`config.mk`:
```
export PLATFORM = sky130hd
export DESIGN_NAME = core_mem_arbiter
export DESIGN_NICKNAME = d
export VERILOG_FILES = /design/src/rtl/core_mem_arbiter.sv
export SDC_FILE = /design/constraint.sdc
export NUM_CORES = 1
export LEC_CHECK = 0
export BUFFER_PORTS_ARGS = -buffer_cell sky130_fd_sc_hd__buf_2
export CAP_MARGIN = 5
export CELL_PAD_IN_SITES_DETAIL_PLACEMENT = 1
export CELL_PAD_IN_SITES_GLOBAL_PLACEMENT = 2
export CORE_ASPECT_RATIO = 1.75
export CORE_MARGIN = 2
export CORE_UTILIZATION = 11
export DETAILED_ROUTE_END_ITERATION = 12
export GPL_ROUTABILITY_DRIVEN = 0
export MAX_ROUTING_LAYER = met4
export PLACE_DENSITY_LB_ADDON = 0.12
export SETUP_SLACK_MARGIN = 0.02
export SLEW_MARGIN = 15
export SYNTH_ARGS = -nofsm -noshare
export SYNTH_HDL_FRONTEND = slang
export SYNTH_SLANG_ARGS = --single-unit
```
`constraint.sdc`:
```
create_clock -name clk_i -period 3 [get_ports clk_i]
set_clock_uncertainty 0.2 [all_clocks]
set_input_delay 0.15 -clock clk_i [delete_from_list [all_inputs] [get_ports clk_i]]
set_output_delay 0.15 -clock clk_i [all_outputs]
set_load 0.02 [all_outputs]
```
`src/rtl/core_mem_arbiter.sv`:
```
// core_mem_arbiter
// ----------------------------------------------------------------------------
// Shares one req/gnt/rvalid memory port between the core's instruction-fetch
// and LSU interfaces with zero added latency. Requests, grants and responses
// pass through combinationally. A small in-order FIFO records which side owns
// each granted transaction so rvalid can be routed back to it. Ties are
// broken round-robin, and a choice is held until its request is granted.
//
// Parameters:
//   MAX_OUTSTANDING  granted transactions allowed to await rvalid (1..8)
//
// Ports:
//   clk_i, rst_i                     clock, synchronous active-high reset
//   instr_req_i/addr_i               fetch request
//   instr_gnt_o/rvalid_o/rdata_o     fetch grant and response
//   data_req_i/we_i/be_i/addr_i/wdata_i  LSU request
//   data_gnt_o/rvalid_o/rdata_o      LSU grant and response
//   mem_req_o/we_o/be_o/addr_o/wdata_o   shared memory request
//   mem_gnt_i/rvalid_i/rdata_i       memory grant and in-order response
//   err_o                            sticky: rvalid seen with nothing outstanding
// ----------------------------------------------------------------------------
module core_mem_arbiter #(
    parameter int MAX_OUTSTANDING = 2
) (
    input  logic        clk_i,
    input  logic        rst_i,

    input  logic        instr_req_i,
    input  logic [31:0] instr_addr_i,
    output logic        instr_gnt_o,
    output logic        instr_rvalid_o,
    output logic [31:0] instr_rdata_o,

    input  logic        data_req_i,
    input  logic        data_we_i,
    input  logic [3:0]  data_be_i,
    input  logic [31:0] data_addr_i,
    input  logic [31:0] data_wdata_i,
    output logic        data_gnt_o,
    output logic        data_rvalid_o,
    output logic [31:0] data_rdata_o,

    output logic        mem_req_o,
    output logic        mem_we_o,
    output logic [3:0]  mem_be_o,
    output logic [31:0] mem_addr_o,
    output logic [31:0] mem_wdata_o,
    input  logic        mem_gnt_i,
    input  logic        mem_rvalid_i,
    input  logic [31:0] mem_rdata_i,

    output logic        err_o
);

    localparam int CNT_W = $clog2(MAX_OUTSTANDING + 1);
    localparam int PTR_W = (MAX_OUTSTANDING > 1) ? $clog2(MAX_OUTSTANDING) : 1;
    localparam logic [CNT_W-1:0] CNT_FULL = CNT_W'(MAX_OUTSTANDING);
    localparam logic [PTR_W-1:0] PTR_LAST = PTR_W'(MAX_OUTSTANDING - 1);

    typedef enum logic {
        SRC_INSTR = 1'b0,
        SRC_DATA  = 1'b1
    } src_e;

    typedef struct packed {
        logic        we;
        logic [3:0]  be;
        logic [31:0] addr;
        logic [31:0] wdata;
    } mem_cmd_t;

    // Outstanding-owner FIFO, one bit per entry (0 = instr, 1 = data)
    logic [MAX_OUTSTANDING-1:0] fifo_q;
    logic [CNT_W-1:0]           count_q;
    logic [PTR_W-1:0]           rd_ptr_q;
    logic [PTR_W-1:0]           wr_ptr_q;

    src_e     last_src_q;
    logic     lock_valid_q;
    src_e     lock_src_q;

    logic     sel_valid;
    src_e     sel_src;
    logic     blocked;
    logic     push;
    logic     pop;
    logic     head;
    mem_cmd_t cmd;

    function automatic logic [PTR_W-1:0] ptr_inc(input logic [PTR_W-1:0] p);
        return (p == PTR_LAST) ? '0 : p + 1'b1;
    endfunction

    // Uses the registered count only: a pop this cycle does not free a slot
    // for a grant until the next cycle.
    assign blocked = (count_q == CNT_FULL);

    // Source selection: lock first, then a lone requester, then round-robin.
    always_comb begin
        sel_valid = 1'b0;
        sel_src   = SRC_INSTR;
        if (lock_valid_q) begin
            sel_valid = 1'b1;
            sel_src   = lock_src_q;
        end else if (instr_req_i && data_req_i) begin
            sel_valid = 1'b1;
            sel_src   = (last_src_q == SRC_DATA) ? SRC_INSTR : SRC_DATA;
        end else if (instr_req_i) begin
            sel_valid = 1'b1;
            sel_src   = SRC_INSTR;
        end else if (data_req_i) begin
            sel_valid = 1'b1;
            sel_src   = SRC_DATA;
        end
    end

    // Command mux; fetches are always full-word reads.
    always_comb begin
        cmd = '0;
        if (sel_valid) begin
            if (sel_src == SRC_DATA) begin
                cmd.we    = data_we_i;
                cmd.be    = data_be_i;
                cmd.addr  = data_addr_i;
                cmd.wdata = data_wdata_i;
            end else begin
                cmd.be    = 4'hF;
                cmd.addr  = instr_addr_i;
            end
        end
    end

    assign mem_req_o   = sel_valid & ~blocked;
    assign mem_we_o    = cmd.we;
    assign mem_be_o    = cmd.be;
    assign mem_addr_o  = cmd.addr;
    assign mem_wdata_o = cmd.wdata;

    assign instr_gnt_o = mem_gnt_i & mem_req_o & (sel_src == SRC_INSTR);
    assign data_gnt_o  = mem_gnt_i & mem_req_o & (sel_src == SRC_DATA);

    assign push = mem_req_o & mem_gnt_i;
    assign pop  = mem_rvalid_i & (count_q != '0);
    assign head = fifo_q[rd_ptr_q];

    assign instr_rvalid_o = pop & ~head;
    assign data_rvalid_o  = pop & head;
    assign instr_rdata_o  = mem_rdata_i;
    assign data_rdata_o   = mem_rdata_i;

    always_ff @(posedge clk_i) begin
        if (rst_i) begin
            fifo_q       <= '0;
            count_q      <= '0;
            rd_ptr_q     <= '0;
            wr_ptr_q     <= '0;
            last_src_q   <= SRC_DATA;  // instr wins the first tie
            lock_valid_q <= 1'b0;
            lock_src_q   <= SRC_INSTR;
            err_o        <= 1'b0;
        end else begin
            if (push) begin
                fifo_q[wr_ptr_q] <= sel_src;
                wr_ptr_q         <= ptr_inc(wr_ptr_q);
                last_src_q       <= sel_src;
            end
            if (pop) begin
                rd_ptr_q <= ptr_inc(rd_ptr_q);
            end
            case ({push, pop})
                2'b10:   count_q <= count_q + 1'b1;
                2'b01:   count_q <= count_q - 1'b1;
                default: ;
            endcase
            // Hold the selection across gnt wait states so the address seen
            // by memory cannot change under an ungranted request.
            if (mem_req_o) begin
                lock_valid_q <= ~mem_gnt_i;
                lock_src_q   <= sel_src;
            end
            if (mem_rvalid_i && (count_q == '0)) begin
                err_o <= 1'b1;
            end
        end
    end

endmodule

```
# Word level (Yosys, flattened, before mapping)
# Cells that the tools add are included.
[classes]
n_lt_le_gt_ge = 3
bitwise_logic = 11
mux = 20
addsub = 4
n_reduce_logical = 6
n_eq_ne = 3
[op_table]
columns = ["cell", "n"]
rows = [
  ["$mux W69", 1],
  ["$mux W36", 1],
  ["$mux W32", 1],
  ["$mux W1", 14],
  ["$and A1 B1 Y1", 7],
  ["$eq A2 B2 Y1 const B", 2],
  ["$lt A1 B2 Y1 const B", 2],
  ["$not A1 Y1", 4],
  ["$pmux W2 S2", 1],
  ["$reduce_bool A2 Y1", 2],
  ["$logic_and A1 B1 Y1", 3],
  ["$add A1 B1 Y1 const B", 2],
  ["$add A2 B1 Y2 const B", 1],
  ["$bwmux W2", 1],
  ["$eq A2 B1 Y1 const B", 1],
  ["$logic_not A2 Y1", 1],
  ["$sub A2 B1 Y2 const B", 1],
  ["$demux W1 S1", 1],
  ["$ge A1 B1 Y1 const B", 1],
]
[word_totals]
output_inout_bits = 139
ff_bits = 10
wordCells = 55
in_bits = 139

# Depth between registers and ports, before layout
# Gate-level depths: netlist of run 1.
[depth]
depth_word = 8
mapped_depth = 7
ltp_nobuf = 6

# Worst setup path after synthesis of run 1
# Ideal clock, no wire load.
[synth_path]
path_kind = "reg2reg"
start = "register count_q[0]"
end = "register count_q[1]"
n_path_buf = 1
path_slack_ps = 1110
synth_period_minus_slack_ps = 1890
required_time_ps = 2729
arrival_time_ps = 1619
setup_ps = 71
stages_incl_launch_ff = 7
path_cell_list = "dfxtp_1 inv_2 a211o_1 buf_6 ha_1 or3_1 a21oi_1"
[synth_between]
elab_chain_len = 6
elab_cells_between_ends = 12
cone_classes = "add/sub (2); eq/ne (3); mux (1); bitwise (4); reduce/logical (2)"
[synth_rtl]
columns = ["item", "line", "rtl"]
rows = [
  ["start: declaration", "74", "logic [CNT_W-1:0] count_q;"],
  ["start signal: assignment", "171", "2'b10: count_q <= count_q + 1'b1;"],
  ["start signal: assignment", "172", "2'b01: count_q <= count_q - 1'b1;"],
  ["$eq A2 B2 Y1", "96", "assign blocked = (count_q == CNT_FULL);"],
  ["$not A1 Y1", "133", "assign mem_req_o = sel_valid & ~blocked;"],
  ["$and A1 B1 Y1", "133", ""],
  ["$and A1 B1 Y1", "142", "assign push = mem_req_o & mem_gnt_i;"],
  ["$eq A2 B1 Y1 or $eq A2 B2 Y1 (tied branches)", "170", "case ({push, pop})"],
  ["$pmux W2 S2 or $reduce_bool A2 Y1 (tied branches)", "n/a", ""],
]
# Parallel ways exist; a longest one is shown, timed or not.
# A chain may end at the register's enable or synchronous reset.

# Worst setup path in the final report of run 1
[layout_path]
start = "register lock_valid_q"
end = "output mem_addr_o[2]"
[layout_between]
elab_chain_len = 3
elab_cells_between_ends = 4
cone_classes = "mux (4)"
[layout_rtl]
columns = ["item", "line", "rtl"]
rows = [
  ["start: declaration", "79", "logic lock_valid_q;"],
  ["start signal: assignment", "178", "lock_valid_q <= ~mem_gnt_i;"],
  ["$mux W1", "102", "if (lock_valid_q) begin"],
  ["$mux W36", "121", "if (sel_src == SRC_DATA) begin"],
  ["$mux W69 *", "120", "if (sel_valid) begin"],
  ["end: declaration", "46", "output logic [31:0] mem_addr_o,"],
]
# Every way passes the cells marked *; elsewhere a longest branch is shown, timed or not.

==> results of run 1 <==
[critical path: stages, from the launching register on]
cell,delay [ns]
dfxtp_1,0.35
nor2b_1,0.19
a22o_2,0.59
buf_12,0.26
nand2_1,0.07
a21oi_1,0.15
buf_2,0.19
[cells in the final DEF, fill, tap and decap left out, types with 3 or more instances in the layout]
cell	synthesis	final
a21oi_1	37	37
buf_2	7	181
nor3_1	4	3
and2_1	33	33
dfxtp_1	10	10
inv_1	3	3
o21ai_0	4	4
nand2_1	65	65
clkbuf_16	0	3
nor2_1	19	19
[state kept, by name, summed over array words and instances, names as in the netlist]
| register | count |
|---|---|
| wr_ptr_q | 1 |
| lock_valid_q | 1 |
| fifo_q | 2 |
| rd_ptr_q | 1 |
| count_q | 2 |
| err_o | 1 |
| last_src_q | 1 |
| lock_src_q | 1 |
[where the power goes]
part | switching (µW) | leakage, µW | internal [µW] | total [µW]
clock | 61.7 | 0.0000370 | 173 | 235
sequential | 38.7 | 0.0000825 | 170 | 209
combinational | 555 | 0.00119 | 318 | 873
[kinds of logic after synthesis]
kind of cell,after synthesis
compound gates,46
mux,1
buf+inv,85
simple gates,125
xor+xnor,4
flops,10
fa+ha+maj,1
[final cells by class]
class                           instances  area share (%)
Multi-Input combinational cell        177            37.4
Clock buffer                            3            3.19
Timing Repair Buffer                  185            40.5
Sequential cell                        10            8.52
Inverter                                4           0.639
Tap cell                              183            9.74
[per-stage QoR]
| stage | setup slack (ns) | hold WS (ns) | utilization, % | total power (µW) | cell area (µm²) |
|---|---|---|---|---|---|
| finish | 0.588 | 0.0446 | 15.9 | 1320 | 2350 |
| floorplan | 1.11 | 0.0907 | - | 891 | 1640 |
| global placement | 0.830 | 0.100 | 15.3 | 1110 | 2260 |
| global route | 0.365 | 0.0625 | 15.9 | 1430 | 2350 |
| detailed placement | 0.770 | 0.100 | 15.3 | 1110 | 2260 |
| CTS | 0.503 | 0.0505 | 15.9 | 1360 | 2350 |
[timing repair]
item	4_1_cts	5_1_grt
setup endpoints to repair	0	0
hold buffers	1	0
endpoints found under the hold margin	1	0
[per-layer routing]
| layer | wire length, µm | global-route usage, % | vias up |
|---|---|---|---|
| met5 | 0 | - | - |
| met4 | 456 | 5.94 | 0 |
| li1 | - | - | 1008 |
| met3 | 817 | 1.91 | 43 |
| met1 | 2550 | 8.58 | 841 |
| met2 | 4340 | 18.1 | 95 |
[worst max-delay path by stage]
stage          cells past startpoint             end    startpoint  slack, ns
3_5_place_dp                       6  mem_addr_o[21]  lock_valid_q       0.77
3_3_place_gp                       6   mem_addr_o[5]  lock_valid_q       0.83
5_1_grt                            6   mem_addr_o[2]  lock_valid_q       0.37
6_report                           6   mem_addr_o[2]  lock_valid_q       0.59
2_1_floorplan                      6      count_q[1]    count_q[0]       1.11
4_1_cts                            6  mem_addr_o[21]  lock_valid_q       0.50
==> impl_metrics.py, run 1 <==
metrics = {
    "global_route": {
        "antenna_found_initial": 0,
        "grt_pass1_vias": 2011,
        "grt_max_degree": 41,
        "grt_pass1_wl_um": 11500,
        "grt_usage_pct": 9.73,
        "overflow": 0,
    },
    "final_layout": {
        "drive_above_1_share_pct": 50.4,
        "fill_cells": 1926,
        "multi_input_area_um2": 880,
        "fin_cells": 562,
        "register_area_um2": 200,
        "num_antenna_cells": 0,
        "syn_to_final_growth_pct": 42.9,
        "nets": 521,
    },
    "clock_network": {
        "cts.path.max_buffers": 2,
        "cts_resized": 0,
        "cts_setup_buffers": 0,
        "clock-root-buffer": "clkbuf_16",
        "cts_made_buffers": 3,
        "path_clk_slew_ns": 0.04,
        "h-tree-depth": 1,
        "clkSinkCount": 10,
        "insertion_delay_ns": 0.23,
        "cts_tree": "done",
    },
    "die": {
        "io_pins": 278,
        "rows": 59,
        "die_height_um": 166,
        "die_w_um": 96.4,
        "core_um2": 14800,
        "dieArea_um2": 16000,
        "start_util_pct": 11.1,
    },
    "setup_path": {
        "worst_setup_path_start_kind": "register",
        "critPathArrivalTime_ns": 2.06,
        "rr_worst_depth": 5,
        "worstPathMaxFanout": 40,
        "required_ns": 2.65,
        "r2r-end": "count_q[1]",
        "reg2reg_slack_ns": 0.89,
        "worstSetupPathType": "reg2out",
        "worstReg2RegStart": "count_q[0]",
        "cp-end-kind": "primary output",
    },
    "worst_hold_path": {
        "holdPathStages": 2,
        "holdCritStartpoint": "rst_i",
        "hold_class": "in2reg",
        "hold_end": "count_q[0]",
    },
    "timing": {
        "finalSetupTns_ns": 0,
        "setup_viol": 0,
        "fmax_ghz": 0.415,
        "fin_crit_sh_pct": 80.4,
        "hold_viol_final": 0,
        "rsz0062_at_grt": "false",
        "tightest_slew_ns": 0.639,
        "finalMaxSlewViolations": 0,
        "period_needed_ns": 2.41,
        "relSlewSlack_pct": 57.4,
    },
    "yosys": {
        "synth_seq_cells": 10,
        "yosysMostFrequentCell": "nand2_1",
        "synth_compound_area_share_pct": 14.8,
        "yosys.cell_types.count": 25,
        "synth_top_area_share_pct": 29.2,
        "synthCells": 272,
        "synth_area_um2": 1640,
        "synthXorXnorAreaFrac_pct": 2.13,
        "synth_common_cells": "65 x nand2_1, 64 x buf_4, 37 x a21oi_1",
        "synth_top_family_by_area": "buffers and inverters",
        "synth_nets": 412,
        "synth-edff-count": 0,
        "synth_area_leaders": "buf_4 29%, nand2_1 15%, and2_1 13%",
        "synth.largest_area_cell": "buf_4",
        "ys_seq_area_share_pct": 12.2,
        "synthAdderAreaFrac_pct": 0.761,
        "synth_mux_area_share_pct": 0.609,
        "synth-simple-area-share_pct": 34.5,
        "yosysWarningCount": 0,
        "avgSynthCellArea_um2": 6.04,
        "async_flop_share_pct": 0,
        "synth_ff_type": "dfxtp_1",
    },
    "pwr": {
        "p_leak_uw": 0.00131,
        "vdd_drop_max_mv": 0.319,
        "power_density_nw_per_um2": 560,
    },
    "drt": {
        "post_drt_via_cell_ratio": 3.54,
        "drt_pass1_iterations": 4,
        "wire_per_inst_um": 14.5,
        "drt_iter0_markers": 24,
        "drc": 0,
        "vias": 1987,
        "drt-total-wl_um": 8170,
        "ant_nets": 0,
    },
    "placed_design": {
        "portBuffers": 181,
        "place_hpwl_um": 6540,
        "dpl.cell_count": 558,
    },
    "flow_run": {
        "maxCapViolCount": 0,
    },
    "outcome": {
        "status": "completed",
    },
}
(Power assumes the default switching activity.)
==> inputs of run 2 (changes only) <==
- CORE_UTILIZATION: 11 -> 10
- clock period: 3 -> 2.4 ns (I/O delays scaled with it)
==> run 2 against run 1 <==
Effect of this change:
- the flow now stops in detailed routing
- synthesized area unchanged
- synthesized cell count unchanged
- global-route usage down 0.48 points
==> impl_metrics.py, run 2 <==
metrics = {
    "yosys": {
        "synth_top_area_share_pct": 29.2,
        "synth_nets": 412,
        "synthCells": 272,
        "synth_ff_type": "dfxtp_1",
        "yosysMostFrequentCell": "nand2_1",
        "synth_seq_cells": 10,
        "synth-edff-count": 0,
        "yosysWarningCount": 0,
        "avgSynthCellArea_um2": 6.04,
        "synth_common_cells": "65 x nand2_1, 64 x buf_4, 37 x a21oi_1",
        "yosys.cell_types.count": 25,
        "synth_area_um2": 1640,
        "synth.largest_area_cell": "buf_4",
        "ys_seq_area_share_pct": 12.2,
        "async_flop_share_pct": 0,
        "synth_area_leaders": "buf_4 29%, nand2_1 15%, and2_1 13%",
    },
    "clock_network": {
        "clock-root-buffer": "clkbuf_16",
        "cts_resized": 0,
        "cts_made_buffers": 3,
        "h-tree-depth": 1,
        "cts.path.max_buffers": 2,
        "clkSinkCount": 10,
    },
    "placed_design": {
        "portBuffers": 181,
        "place_hpwl_um": 6870,
        "placed_area_um2": 2290,
        "dpl.cell_count": 569,
    },
    "die": {
        "die_w_um": 101,
        "die_height_um": 174,
        "start_util_pct": 10.1,
        "rows": 62,
        "io_pins": 278,
    },
    "global_route": {
        "grt_pass1_vias": 2152,
        "grt_max_degree": 42,
        "grt_pass1_wl_um": 12100,
        "grt_usage_pct": 9.26,
        "antenna_found_initial": 1,
        "overflow": 0,
    },
    "outcome": {
        "status": "aborted with a tool error",
        "stop_stage": "detailed routing",
        "error": "[ERROR DRT-0255] Maze Route cannot find path of net mem_rdata_i[28] in worker of routeBox ( 48300 96600 ) ( 100925 144900 ).",
    },
}
## run 2: stage by stage
stage                     worst slack (ns)  hold WS, ns
after floorplan                      0.510       0.0607
after global placement               0.353       0.0402
after detailed placement             0.320       0.0402
after CTS                            0.281       0.0224
after global routing                 0.151       0.0331
## run 2: what timing repair did
item / 4_1_cts / 5_1_grt
setup buffers: 0 / 0
hold endpoints to repair: 1 / 0
hold buffers: 1 / 0
## run 2: cells by family after synthesis
kind of cell             Yosys count  synth area share [%]
AO/OA/AOI/OAI                     46                  14.8
XOR/XNOR                           4                  2.13
adder cells (fa/ha/maj)            1                 0.761
buffers and inverters             85                  35.0
flip-flops                        10                  12.2
multiplexers                       1                 0.609
AND/OR/NAND/NOR                  125                  34.5
## run 2: per-layer routing
metal	global-route usage, %
met5	-
met4	4.50
met3	0.685
met1	7.89
met2	19.1
==> inputs of run 3 (changes only) <==
- CELL_PAD_IN_SITES_DETAIL_PLACEMENT: 1 -> unset
- CELL_PAD_IN_SITES_GLOBAL_PLACEMENT: 2 -> unset
- CORE_AREA: unset -> 2 2 109 111
- CORE_ASPECT_RATIO: 1.75 -> unset
- CORE_MARGIN: 2 -> unset
- CORE_UTILIZATION: 10 -> unset
- DIE_AREA: unset -> 0 0 111 113
- MAX_ROUTING_LAYER: met4 -> unset
- PLACE_DENSITY_LB_ADDON: 0.12 -> 0.15
- SETUP_SLACK_MARGIN: 0.02 -> unset
==> run 3 against run 2 <==
Effect of this change:
- the flow now finishes, with violations (negative hold slack)
- global-route usage down 0.33 points
==> impl_metrics.py, run 3 (synthesized netlist as in run 1, its figures left out) <==
metrics = {
    "die": {
        "start_util_pct": 14.6,
        "rows": 39,
        "dieArea_um2": 12500,
        "io_pins": 278,
        "die_height_um": 113,
        "die_w_um": 111,
        "core_um2": 11300,
    },
    "final_layout": {
        "syn_to_final_growth_pct": 41.9,
        "mostFrequentLayoutCell": "buf_2",
        "fin_cells": 524,
        "drive_above_1_share_pct": 50.7,
        "multi_input_area_um2": 880,
        "register_area_um2": 200,
        "num_antenna_cells": 0,
        "fill_cells": 1291,
        "reg_top3": "count_q (2), fifo_q (2)",
        "nets": 522,
        "final_cell_mix": "181 x buf_2, 65 x nand2_1, 37 x a21oi_1, 33 x and2_1, 19 x nor2_1",
    },
    "global_route": {
        "antenna_found_initial": 0,
        "grt_usage_pct": 8.93,
        "grt_pass1_wl_um": 9410,
        "overflow": 0,
        "grt_max_degree": 69,
        "grt_pass1_vias": 1863,
    },
    "timing": {
        "relSlewSlack_pct": 71.0,
        "finalMaxSlewViolations": 0,
        "hold-worst-slack_ns": -0.00563,
        "fmax_ghz": 0.486,
        "tightest_slew_ns": 0.435,
        "fin_crit_sh_pct": 85.7,
        "hold_viol_final": 4,
        "setup_viol": 0,
        "period_needed_ns": 2.06,
        "rsz0062_at_grt": "false",
        "finalSetupTns_ns": 0,
    },
    "pwr": {
        "vdd_drop_max_mv": 0.406,
        "p_leak_uw": 0.00133,
        "power_density_nw_per_um2": 717,
    },
    "outcome": {
        "status": "complete, but fails checks",
        "failed_checks": "negative hold slack",
    },
    "setup_path": {
        "worst_setup_path_start_kind": "register",
        "critPathArrivalTime_ns": 1.74,
        "reg2reg_slack_ns": 0.38,
        "required_ns": 2.08,
        "worstSetupPathType": "reg2out",
        "worstPathMaxFanout": 68,
        "cp-end-kind": "primary output",
    },
    "drt": {
        "wl_met2_um": 3300,
        "wl_met3_um": 603,
        "post_drt_via_cell_ratio": 3.68,
        "drc": 0,
        "drt_iter0_markers": 79,
        "ant_nets": 0,
        "drt-total-wl_um": 6220,
        "vias": 1928,
        "drt-met1-wl_um": 2290,
        "wire_per_inst_um": 11.9,
        "top_layer": "met4",
        "drt_pass1_iterations": 4,
    },
    "clock_network": {
        "cts_resized": 0,
        "clock-root-buffer": "clkbuf_16",
        "cts_tree": "done",
        "h-tree-depth": 1,
        "clkSinkCount": 10,
        "cts.path.max_buffers": 2,
        "insertion_delay_ns": 0.23,
        "cts_made_buffers": 3,
        "cts_setup_buffers": 0,
        "path_clk_slew_ns": 0.04,
    },
    "flow_run": {
        "maxCapViolCount": 0,
    },
    "worst_hold_path": {
        "hold_class": "in2reg",
    },
    "placed_design": {
        "portBuffers": 181,
        "dpl.cell_count": 519,
        "place_hpwl_um": 5000,
    },
}
[run 3: final cells by class]
| cell class | count | area share (%) |
|---|---|---|
| Inverter | 4 | 0.643 |
| Tap cell | 143 | 7.67 |
| Multi-Input combinational cell | 177 | 37.7 |
| Clock buffer | 4 | 3.81 |
| Sequential cell | 10 | 8.58 |
| Timing Repair Buffer | 186 | 41.6 |
[run 3: routing by layer]
metal  track usage (%)  vias up
met4              1.83        0
met1              9.61      804
li1                  -     1011
met2              17.4      111
met3              2.46        2
met5                 0        -
[run 3: power by group]
| part | internal [µW] | switching [µW] |
|---|---|---|
| registers | 213 | 45.8 |
| clock network | 251 | 77.4 |
| logic | 414 | 673 |
| total | 877 | 796 |
[run 3: worst paths after layout]
path,start,to,cells after the start
hold reg to reg,err_o,err_o,2
hold / removal,rst_i,err_o,2
setup / recovery,lock_valid_q,mem_addr_o[19],6
setup reg to reg,count_q[0],count_q[1],5
[run 3: through the flow]
stage	hold slack [ns]	power [µW]	area [µm²]	util, %	worst slack, ns
2_1_floorplan	0.0607	1110	1640	-	0.510
3_3_place_gp	0.0402	1370	2230	19.8	0.411
3_5_place_dp	0.0402	1360	2230	19.8	0.401
4_1_cts	0.00506	1700	2330	20.7	0.328
5_1_grt	0.0125	1810	2330	20.7	0.193
6_report	-0.00563	1670	2330	20.7	0.343
[run 3: timing repair]
item | in CTS | in global routing
hold buffers | 1 | 0
endpoints found under the hold margin | 1 | 0
endpoints found under the setup margin | 0 | 0
[run 3: worst max-delay path, cell delays in order (launching register included)]
cell	delay [ns]
dfxtp_1	0.35
nor2b_1	0.18
a22o_2	0.19
buf_12	0.25
nand2_1	0.08
a21oi_1	0.21
buf_2	0.21
==> inputs of run 4 (changes only) <==
- ABC_AREA: unset -> 1
- CORE_AREA: 2 2 109 111 -> 2 2 106 108
- CTS_BUF_LIST: unset -> sky130_fd_sc_hd__clkbuf_8
- DIE_AREA: 0 0 111 113 -> 0 0 108 110
==> run 4 against run 3 <==
Effect of this change:
- the flow now finishes without violations
- critical path depth rose by 2
- synthesized area is 6.5% higher
- global-route usage increased by 1.9 points
- final area grew 1.2%
- register-to-register slack improved by 0.22 ns
- worst hold slack better by 0.046 ns
- largest cell class unchanged
==> impl_metrics.py, run 4 <==
metrics = {
    "yosys": {
        "synth-edff-count": 0,
        "avgSynthCellArea_um2": 5.54,
        "synthCells": 316,
        "yosysMostFrequentCell": "nor2_1",
        "yosys.cell_types.count": 19,
        "synth_ff_type": "dfxtp_1",
        "ys_seq_area_share_pct": 11.4,
        "synth_common_cells": "114 x nor2_1, 64 x buf_4, 43 x inv_1",
        "synth_top_area_share_pct": 27.4,
        "synth_seq_cells": 10,
        "async_flop_share_pct": 0,
        "synth_area_leaders": "buf_4 27%, nor2_1 24%, dfxtp_1 11%",
        "synth_nets": 456,
        "synth_area_um2": 1750,
        "synth.largest_area_cell": "buf_4",
        "yosysWarningCount": 0,
    },
    "final_layout": {
        "syn_to_final_growth_pct": 34.9,
        "nets": 570,
        "drive_above_1_share_pct": 45.9,
        "fin_util_pct": 22.1,
        "final_cell_mix": "181 x buf_2, 114 x nor2_1, 43 x inv_1, 32 x o21ai_0",
        "num_antenna_cells": 0,
        "mostFrequentLayoutCell": "buf_2",
        "reg_top3": "count_q (2), fifo_q (2)",
    },
    "timing": {
        "finalSetupTns_ns": 0,
        "tightest_slew_ns": 0.453,
        "setup_viol": 0,
        "setup_ws_ns": 0.351,
        "fmax_ghz": 0.488,
        "relSlewSlack_pct": 69.8,
        "fin_crit_sh_pct": 85.4,
        "hold_viol_final": 0,
        "rsz0062_at_grt": "false",
        "period_needed_ns": 2.05,
        "finalMaxSlewViolations": 0,
    },
    "die": {
        "io_pins": 278,
        "die_height_um": 110,
        "rows": 38,
        "core_um2": 10700,
        "die_w_um": 108,
        "start_util_pct": 16.4,
        "dieArea_um2": 11900,
    },
    "outcome": {
        "status": "completed",
    },
    "global_route": {
        "grt_pass1_vias": 1890,
        "grt_pass1_wl_um": 10100,
        "grt_usage_pct": 10.8,
        "overflow": 0,
        "antenna_found_initial": 0,
        "grt_max_degree": 41,
    },
    "drt": {
        "post_drt_via_cell_ratio": 3.78,
        "ant_nets": 0,
        "drt-total-wl_um": 7640,
        "drc": 0,
        "drt_iter0_markers": 114,
        "wire_per_inst_um": 13.4,
        "vias": 2152,
        "drt_pass1_iterations": 4,
    },
    "clock_network": {
        "insertion_delay_ns": 0.24,
        "h-tree-depth": 1,
        "cts_tree": "done",
        "clock-root-buffer": "clkbuf_8",
        "cts_setup_buffers": 0,
        "path_clk_slew_ns": 0.05,
        "cts_hold_buf": 2,
        "cts_made_buffers": 3,
        "cts.path.max_buffers": 2,
        "cts_resized": 0,
        "clkSinkCount": 10,
    },
    "pwr": {
        "comb_power_share_pct": 68.4,
        "p_sw_uw": 709,
        "internal_power_uw": 661,
        "power_frac_seq_pct": 16.0,
        "vdd_drop_max_mv": 0.242,
        "clkPwrFrac_pct": 15.6,
        "p_leak_uw": 0.00150,
        "power_density_nw_per_um2": 580,
        "p_sw_share_pct": 51.8,
    },
    "placed_design": {
        "dpl_worst_slack_ns": 0.582,
        "place_hpwl_um": 6330,
        "portBuffers": 181,
    },
    "setup_path": {
        "reg2reg_slack_ns": 0.60,
        "crit_slowest_cell": "dfxtp_1",
        "cp-end-kind": "primary output",
        "r2r-end": "count_q[1]",
        "required_ns": 2.08,
        "worstPathMaxFanout": 40,
        "worstReg2RegStart": "count_q[1]",
        "path_cells": "inv_2 > nand3_2 > nand2_2 > inv_2 > buf_12 > nor2_1 > nor2_1 > buf_2",
        "rr_worst_depth": 7,
        "max_stage_delay_ns": 0.34,
        "critPathArrivalTime_ns": 1.73,
        "worst_setup_path_start_kind": "register",
        "worstSetupPathType": "reg2out",
    },
    "worst_hold_path": {
        "hold_class": "in2out",
        "holdPathStages": 0,
        "hold_end": "data_rdata_o[28]",
        "holdCritStartpoint": "mem_rdata_i[28]",
    },
    "flow_run": {
        "maxCapViolCount": 0,
    },
}
## run 4: power by group through the flow
stage          Sequential, µW  Clock, µW  Combinational [µW]
6_report                  219        214                 937
5_1_grt                   223        230                1030
4_1_cts                   219        224                 953
3_5_place_dp              222          0                 948
3_3_place_gp              222          0                 947
2_1_floorplan             223          0                 768
## run 4: routing by layer
metal | vias up | routed length, µm | global-route usage [%]
met5 | - | 0 | 0
met4 | 0 | 48 | 2.01
met3 | 7 | 709 | 2.88
met2 | 125 | 3930 | 20.4
met1 | 908 | 2940 | 12.4
li1 | 1112 | - | -
## run 4: worst max-delay path by stage
stage,startpoint,endpoint,slack [ns]
3_5_place_dp,lock_valid_q,mem_addr_o[31],0.58
3_3_place_gp,count_q[0],count_q[1],0.60
4_1_cts,lock_valid_q,mem_addr_o[31],0.32
5_1_grt,lock_valid_q,mem_addr_o[31],0.19
6_report,lock_valid_q,mem_addr_o[31],0.35
2_1_floorplan,count_q[1],count_q[1],0.77
## run 4: kinds of logic after synthesis
family / count (synthesis) / share of synthesized area, %
simple gates: 134 / 30.9
compound gates: 48 / 13.8
buf+inv: 123 / 43.2
fa+ha+maj: 1 / 0.714
flops: 10 / 11.4
## run 4: cell type report
cell class                      instances  area, µm²
Timing Repair Buffer                  187        968
Tap cell                              140        175
Multi-Input combinational cell        183        795
Fill cell                            1283       8340
Clock buffer                            4       55.1
Sequential cell                        10        200
Inverter                               45        169
## run 4: metrics by stage
| stage | hold WS (ns) | power (µW) | area (µm²) | instances |
|---|---|---|---|---|
| global placement | 0.0402 | 1170 | 2290 | 563 |
| detailed placement | 0.0402 | 1170 | 2290 | 563 |
| global route | 0.0402 | 1480 | 2360 | 569 |
| CTS | 0.0401 | 1400 | 2360 | 569 |
| floorplan | -0.0109 | 990 | 1750 | 316 |
| finish | 0.0400 | 1370 | 2360 | 569 |
## run 4: worst max-delay path, delay by kind of cell (launching register included)
| family | cells | cell delay, ns |
|---|---|---|
| and+or+nand+nor | 4 | 0.30 |
| buffers and inverters | 4 | 0.83 |
| DFF | 1 | 0.34 |
